--- config.mk ---
export PLATFORM = sky130hd
export DESIGN_NAME = mult_acc_seq
export DESIGN_NICKNAME = d
export VERILOG_FILES = /design/src/rtl/divider_pkg.sv /design/src/rtl/mult_step.sv /design/src/rtl/mult_acc_seq.sv
export SDC_FILE = /design/constraint.sdc
export NUM_CORES = 1
export LEC_CHECK = 0
export CAP_MARGIN = 15
export CELL_PAD_IN_SITES_DETAIL_PLACEMENT = 0
export CELL_PAD_IN_SITES_GLOBAL_PLACEMENT = 1
export CORE_ASPECT_RATIO = 0.9
export CORE_UTILIZATION = 45
export DETAILED_ROUTE_END_ITERATION = 10
export GPL_TIMING_DRIVEN = 0
export PLACE_DENSITY_LB_ADDON = 0.08
export SLEW_MARGIN = 20
export SYNTH_ARGS = -nofsm -noshare
export SYNTH_HDL_FRONTEND = slang
export SYNTH_SLANG_ARGS = --single-unit
--- constraint.sdc ---
create_clock -name clk -period 8.13 [get_ports clk]
set_clock_uncertainty 0.1 [all_clocks]
set_input_delay 2.0325 -clock clk [delete_from_list [all_inputs] [get_ports clk]]
set_output_delay 2.0325 -clock clk [all_outputs]
set_load 0.01 [all_outputs]
--- src/rtl/divider_pkg.sv ---
// Shared definitions for the divider family and mult_acc_seq: default operand
// width and the IDLE/RUN/DONE state encoding.
package divider_pkg;
  localparam int DIV_WIDTH = 16;

  typedef enum logic [1:0] {
    ST_IDLE = 2'd0,
    ST_RUN  = 2'd1,
    ST_DONE = 2'd2
  } state_t;
endpackage

--- src/rtl/mult_step.sv ---
// One combinational add-and-shift step of the sequential multiply-accumulate:
// conditionally add the shifted multiplicand, then shift both operands.
module mult_step
  import divider_pkg::*;
#(
  parameter int WIDTH = DIV_WIDTH
) (
  input  logic [2*WIDTH-1:0] i_acc,
  input  logic [2*WIDTH-1:0] i_mcand,
  input  logic [WIDTH-1:0]   i_mplier,
  output logic [2*WIDTH-1:0] o_acc,
  output logic [2*WIDTH-1:0] o_mcand,
  output logic [WIDTH-1:0]   o_mplier
);
  always_comb begin
    o_acc    = i_mplier[0] ? (i_acc + i_mcand) : i_acc;
    o_mcand  = i_mcand << 1;
    o_mplier = i_mplier >> 1;
  end
endmodule

--- src/rtl/mult_acc_seq.sv ---
// Sequential shift-and-add multiply-accumulate: dividend = divisor*quotient + remainder.
// Define EARLY_TERM_EN to leave RUN as soon as the remaining multiplier is zero.
module mult_acc_seq
  import divider_pkg::*;
#(
  parameter int WIDTH = DIV_WIDTH
) (
  input  logic                 clk,
  input  logic                 rst,
  input  logic                 start,
  input  logic [WIDTH-1:0]     divisor,
  input  logic [WIDTH-1:0]     quotient,
  input  logic [WIDTH-1:0]     remainder,
  output logic                 ready,
  output logic                 done,
  output logic [2*WIDTH-1:0]   dividend
);
  localparam int CW = $clog2(WIDTH + 1);

  state_t             r_state;
  state_t             w_state_nxt;
  logic [2*WIDTH-1:0] r_acc;
  logic [2*WIDTH-1:0] r_mcand;
  logic [WIDTH-1:0]   r_mplier;
  logic [CW-1:0]      r_cnt;
  logic [2*WIDTH-1:0] w_acc_nxt;
  logic [2*WIDTH-1:0] w_mcand_nxt;
  logic [WIDTH-1:0]   w_mplier_nxt;
  logic               w_accept;
  logic               w_last;

  mult_step #(.WIDTH(WIDTH)) u_step (
    .i_acc    (r_acc),
    .i_mcand  (r_mcand),
    .i_mplier (r_mplier),
    .o_acc    (w_acc_nxt),
    .o_mcand  (w_mcand_nxt),
    .o_mplier (w_mplier_nxt)
  );

  assign w_accept = start && (r_state != ST_RUN);

`ifdef EARLY_TERM_EN
  // Nothing left to add once the shifted multiplier is empty.
  assign w_last = (r_cnt == CW'(WIDTH - 1)) || (w_mplier_nxt == '0);
`else
  assign w_last = (r_cnt == CW'(WIDTH - 1));
`endif

  always_ff @(posedge clk) begin
    if (rst) r_state <= ST_IDLE;
    else     r_state <= w_state_nxt;
  end

  always_comb begin
    w_state_nxt = r_state;
    case (r_state)
      ST_IDLE: if (start) w_state_nxt = ST_RUN;
      ST_RUN:  if (w_last) w_state_nxt = ST_DONE;
      ST_DONE: w_state_nxt = start ? ST_RUN : ST_IDLE;
      default: w_state_nxt = ST_IDLE;
    endcase
  end

  always_comb begin
    ready = (r_state != ST_RUN);
    done  = (r_state == ST_DONE);
  end

  always_ff @(posedge clk) begin
    if (rst) begin
      r_acc    <= '0;
      r_mcand  <= '0;
      r_mplier <= '0;
      r_cnt    <= '0;
      dividend <= '0;
    end else if (w_accept) begin
      r_acc    <= {{WIDTH{1'b0}}, remainder};
      r_mcand  <= {{WIDTH{1'b0}}, divisor};
      r_mplier <= quotient;
      r_cnt    <= '0;
    end else if (r_state == ST_RUN) begin
      r_acc    <= w_acc_nxt;
      r_mcand  <= w_mcand_nxt;
      r_mplier <= w_mplier_nxt;
      r_cnt    <= r_cnt + CW'(1);
      // Result only moves on entry to DONE and then holds.
      if (w_last) dividend <= w_acc_nxt;
    end
  end
endmodule

### Word-level counts from Yosys, hierarchy flattened

Index checks and enable logic that the tools add are counted.

* register bits after elaboration: 119
* latch bits: 0
* bits in writable memories: 0
* ROM bits: 0
* logic and storage cells: 34
* memories: 0

* add/subtract/negate cells: 2
* $mul: 0
* divide/modulo/power cells: 0
* magnitude comparators: 0
* equal/unequal tests: 6
* shifts and indexed selects: 0
* multiplexer cells: 11
* bitwise gates (word level): 1
* reductions and logical operators: 6

Operator list (count)
* $mux W16: 6
* $add A32 B32 Y32: 1
* $mux W32: 1
* $pmux W2 S3: 1
* $add A5 B1 Y5 const B: 1
* $eq A5 B4 Y1 const B: 1
* $mux W2: 2
* $ne A2 B2 Y1 const B: 2
* $reduce_and A3 Y1: 1
* $eq A2 B1 Y1 const B: 1
* $eq A2 B2 Y1 const B: 1
* $logic_not A2 Y1: 1
* $ne A2 B1 Y1 const B: 1
* $reduce_and A2 Y1: 1
* $reduce_bool A2 Y1: 1
* $reduce_or A2 Y1: 1
* $logic_and A1 B1 Y1: 1
* $mux W1: 1
* $not A1 Y1: 1

### Depth between registers and ports, before layout

* depth in word-level cells: 4
* depth in mapped cells: 12

### By module

From an unflattened synthesis, not the netlist that was laid out.

* cell total of the unflattened synthesis: 828
* area, all modules: 7101.8 µm²

By module, submodules not included
* mult_acc_seq: times used 1, cells an instance 458, area an instance 4505.6 µm², sequential area each 2382.3 µm²
* mult_step: times used 1, cells an instance 370, area an instance 2596.2 µm², sequential area each 0.0 µm²

### Least setup slack after synthesis

OpenSTA, ideal clock, no wires.

* kind: input to register
* start: in start
* end: reg r_acc[2]
* data arrival time: 3.337 ns
* data required time: 7.888 ns
* path slack: 4.550 ns
* stages on the path: 5
* path through: clkbuf_1 -> buf_2 -> buf_1 -> mux2i_1 -> a211oi_1

* cells in the longest elaborated chain, start to end: 2
* elaborated cells between the ends (all ways): 3

RTL lines
* from (decl): line mult_acc_seq.sv:10 `input logic start,`
* $logic_and A1 B1 Y1 (*): line mult_acc_seq.sv:41 `assign w_accept = start && (r_state != ST_RUN);`
* $mux W16 / $reduce_bool A2 Y1 (equally long branches)
* to (signal assigned): line mult_acc_seq.sv:78 `r_acc <= {{WIDTH{1'b0}}, remainder};`
* to (signal assigned): line mult_acc_seq.sv:83 `r_acc <= w_acc_nxt;`
* to (decl): line mult_acc_seq.sv:22 `logic [2*WIDTH-1:0] r_acc;`

Every way passes the cells marked *; elsewhere a longest branch is shown, timed or not.
A chain may end at the register's enable or synchronous reset.

### Worst setup path in the final report

* start: reg r_state[0]
* end: out ready

* cells in the longest elaborated chain, start to end: 1

RTL lines
* from (decl): line mult_acc_seq.sv:20 `state_t r_state;`
* from (signal assigned): line mult_acc_seq.sv:52 `else r_state <= w_state_nxt;`
* $ne A2 B1 Y1: line mult_acc_seq.sv:66 `ready = (r_state != ST_RUN);`
* to (decl): line mult_acc_seq.sv:14 `output logic ready,`

Every way passes these cells.

==> results.json <==
{
  "cts_root_buf": "clkbuf_16",
  "port_buffers": 84,
  "grt_max_degree": 17,
  "synth_top_cell_by_area": "dfxtp_1",
  "timing.hold.ws_ps": 376,
  "gr-usage-all-layers_pct": 28.4,
  "routed_via_density": 5.74,
  "fin_setup_tns_ps": 0,
  "ant_nets": 0,
  "finalSetupViolations": 0,
  "drt-initial-drc-count": 459,
  "dp_hpwl_um": 15300,
  "routedWlPerCell_um": 18.9,
  "postCtsSetupRepairBufs": 0,
  "critPathMaxFanout": 10,
  "ys_async_sr_fraction_pct": 0,
  "path_cells": "inv_1 -> nor2_1 -> inv_2 -> clkbuf_1 -> clkbuf_1 -> clkdlybuf4s50_1",
  "yosys_warnings": 0,
  "period_share_pct": 59.0,
  "syn2layout_area_growth_pct": 26.3,
  "synth_seq_cells": 119,
  "final_cell_mix": "dfxtp_1, nor2_1, clkdlybuf4s50_1",
  "synth_top_area_share_pct": 36.4,
  "core_area_um2": 14100,
  "htree_levels": 4,
  "crit_type": "flop to output pin",
  "synth.area.top_cells": "dfxtp_1, a211oi_1, mux2i_1",
  "drt_first_pass_iters": 4,
  "dp.cells": 1060,
  "clock_path_buffers": 2,
  "required_ps": 6000,
  "fin_nets": 971,
  "min_period_ps": 4790,
  "clk_pin_slew_worst_paths_ps": 60,
  "antenna_found_initial": 0,
  "drive_gt1_share_pct": 7.23,
  "yosysSeqAreaShare_pct": 36.4,
  "report.final.slew_viol_count": 0,
  "synth-edff-count": 0,
  "antenna_cells": 0,
  "cts.sinks": 119,
  "final_common_cell": "dfxtp_1",
  "overflow": 0,
  "fin_area_um2": 8270,
  "crit_path_end_kind": "output pin",
  "power-per-cell-area_nw_per_um2": 205,
  "postCtsResizedCells": 0,
  "vdd_drop_max_v": 0.000139,
  "finish.utilization_pct": 58.6,
  "start_util_pct": 46.4,
  "cts_tree": "built",
  "rsz0062_at_grt": "no",
  "fill_cells": 1271,
  "place.gp.congestion": 0.938,
  "via_count": 6267,
  "ctsHoldBuffers": 0,
  "syn_nets": 868,
  "maxCapViolCount": 0,
  "insertion_delay_ps": 420,
  "tightestPinTransition_ps": 844,
  "status": "finished clean",
  "grt_pass1_wl_um": 31700,
  "syn_inst": 783,
  "drc": 0,
  "die_y_um": 116,
  "setup_ws_ps": 3340,
  "die_w_um": 129,
  "leakage_nw": 3.26,
  "synth.avg_cell_area_um2": 8.36,
  "finalPower_mw": 1.70,
  "hold_class": "flop to flop",
  "pre_cts_slack_ps": 3360,
  "relSlewSlack_pct": 43.8,
  "crit_slowest_cell": "clkdlybuf4s50_1",
  "finalNonFillerCells": 1092,
  "synth.distinct_cells": 57,
  "critPathLaunchType": "flop",
  "critPathArrivalTime_ps": 2660,
  "drt-total-wl_um": 20700,
  "timing_hold_violations_final": 0,
  "grt_pass1_vias": 5859,
  "max_freq_mhz": 209,
  "critPathMostFrequentCell": "clkbuf_1",
  "numCtsBuffers": 17,
  "die_area_um2": 15000,
  "num_rows": 41,
  "synth_ff_type": "dfxtp_1",
  "placed_area_um2": 7630,
  "netlist_area_um2": 6550,
  "cp_slowest_stage_delay_ps": 640,
  "io_pins": 85
}
power breakdown:
| part | total, mW | internal (mW) | switching, mW |
|---|---|---|---|
| clock | 0.824 | 0.542 | 0.283 |
| sequential | 0.630 | 0.609 | 0.0214 |
| combinational | 0.242 | 0.0998 | 0.142 |
| total | 1.70 | 1.25 | 0.446 |
critical path, delay by kind of cell, from the launching register on:
kind	cells	cell delay, ps
buffers and inverters	5	1830
DFF	1	310
and+or+nand+nor	1	80
flip-flops by register name (all words and copies together), names as in the netlist:
name,flops
r_mcand,32
r_cnt,5
r_state,2
dividend,32
r_acc,32
r_mplier,16
layer usage:
metal  GRT usage, %  up-vias  wire length (um)
met1           39.8     3020              9940
met4           10.4        0               408
met3           6.23       24              1330
met5              0        -                 0
met2           42.7      188              8990
li1               -     3035                 -
cells in the mapped netlist (6+ instances only):
cell type / instances
buf_2: 8
dfxtp_1: 119
and3_1: 7
nand2_1: 82
clkbuf_1: 31
a211oi_1: 68
buf_1: 11
nor2b_1: 12
nor3_1: 11
o21ai_1: 9
xnor2_1: 19
mux2_2: 6
ha_1: 33
inv_1: 14
a21oi_1: 78
o21ai_0: 26
mux2i_1: 49
a31oi_1: 8
nand3_1: 16
a21o_1: 18
xor2_1: 13
nor2_1: 88
final timing paths:
path	start	to	slack [ps]	cells past startpoint
setup / recovery	r_state[0]$_SDFFE_PP0P_	ready	3340	6
setup reg to reg	r_acc[0]$_SDFFE_PP0P_	dividend[30]$_SDFFE_PP0P_	4760	12
hold / removal	r_mcand[27]$_SDFFE_PP0P_	r_mcand[28]$_SDFFE_PP0P_	380	2
hold reg to reg	r_mcand[27]$_SDFFE_PP0P_	r_mcand[28]$_SDFFE_PP0P_	380	2
final cells by class:
type                       count  area (um2)  share of cell area [%]
timing repair buffer          84         841                    10.2
sequential                   119        2380                    28.8
tap                          193         241                    2.92
multi-input combinational    598        3910                    47.2
inverter                      15        56.3                   0.681
clock inverter                13         204                    2.47
clock buffer                  19         433                    5.24
buffer                        51         203                    2.45
logic make-up (layout without fill, tap and decap cells):
family | count (synthesis) | count (layout) | share of synthesized area (%)
AO/OA/AOI/OAI | 239 | 239 | 24.2
XOR/XNOR | 33 | 33 | 4.53
adder cells (fa/ha/maj) | 34 | 34 | 6.61
buffers and inverters | 66 | 182 | 3.96
flip-flops | 119 | 119 | 36.4
multiplexers | 55 | 55 | 8.52
AND/OR/NAND/NOR | 237 | 237 | 15.8
No activity file was read; power rests on OpenSTA's default activity.
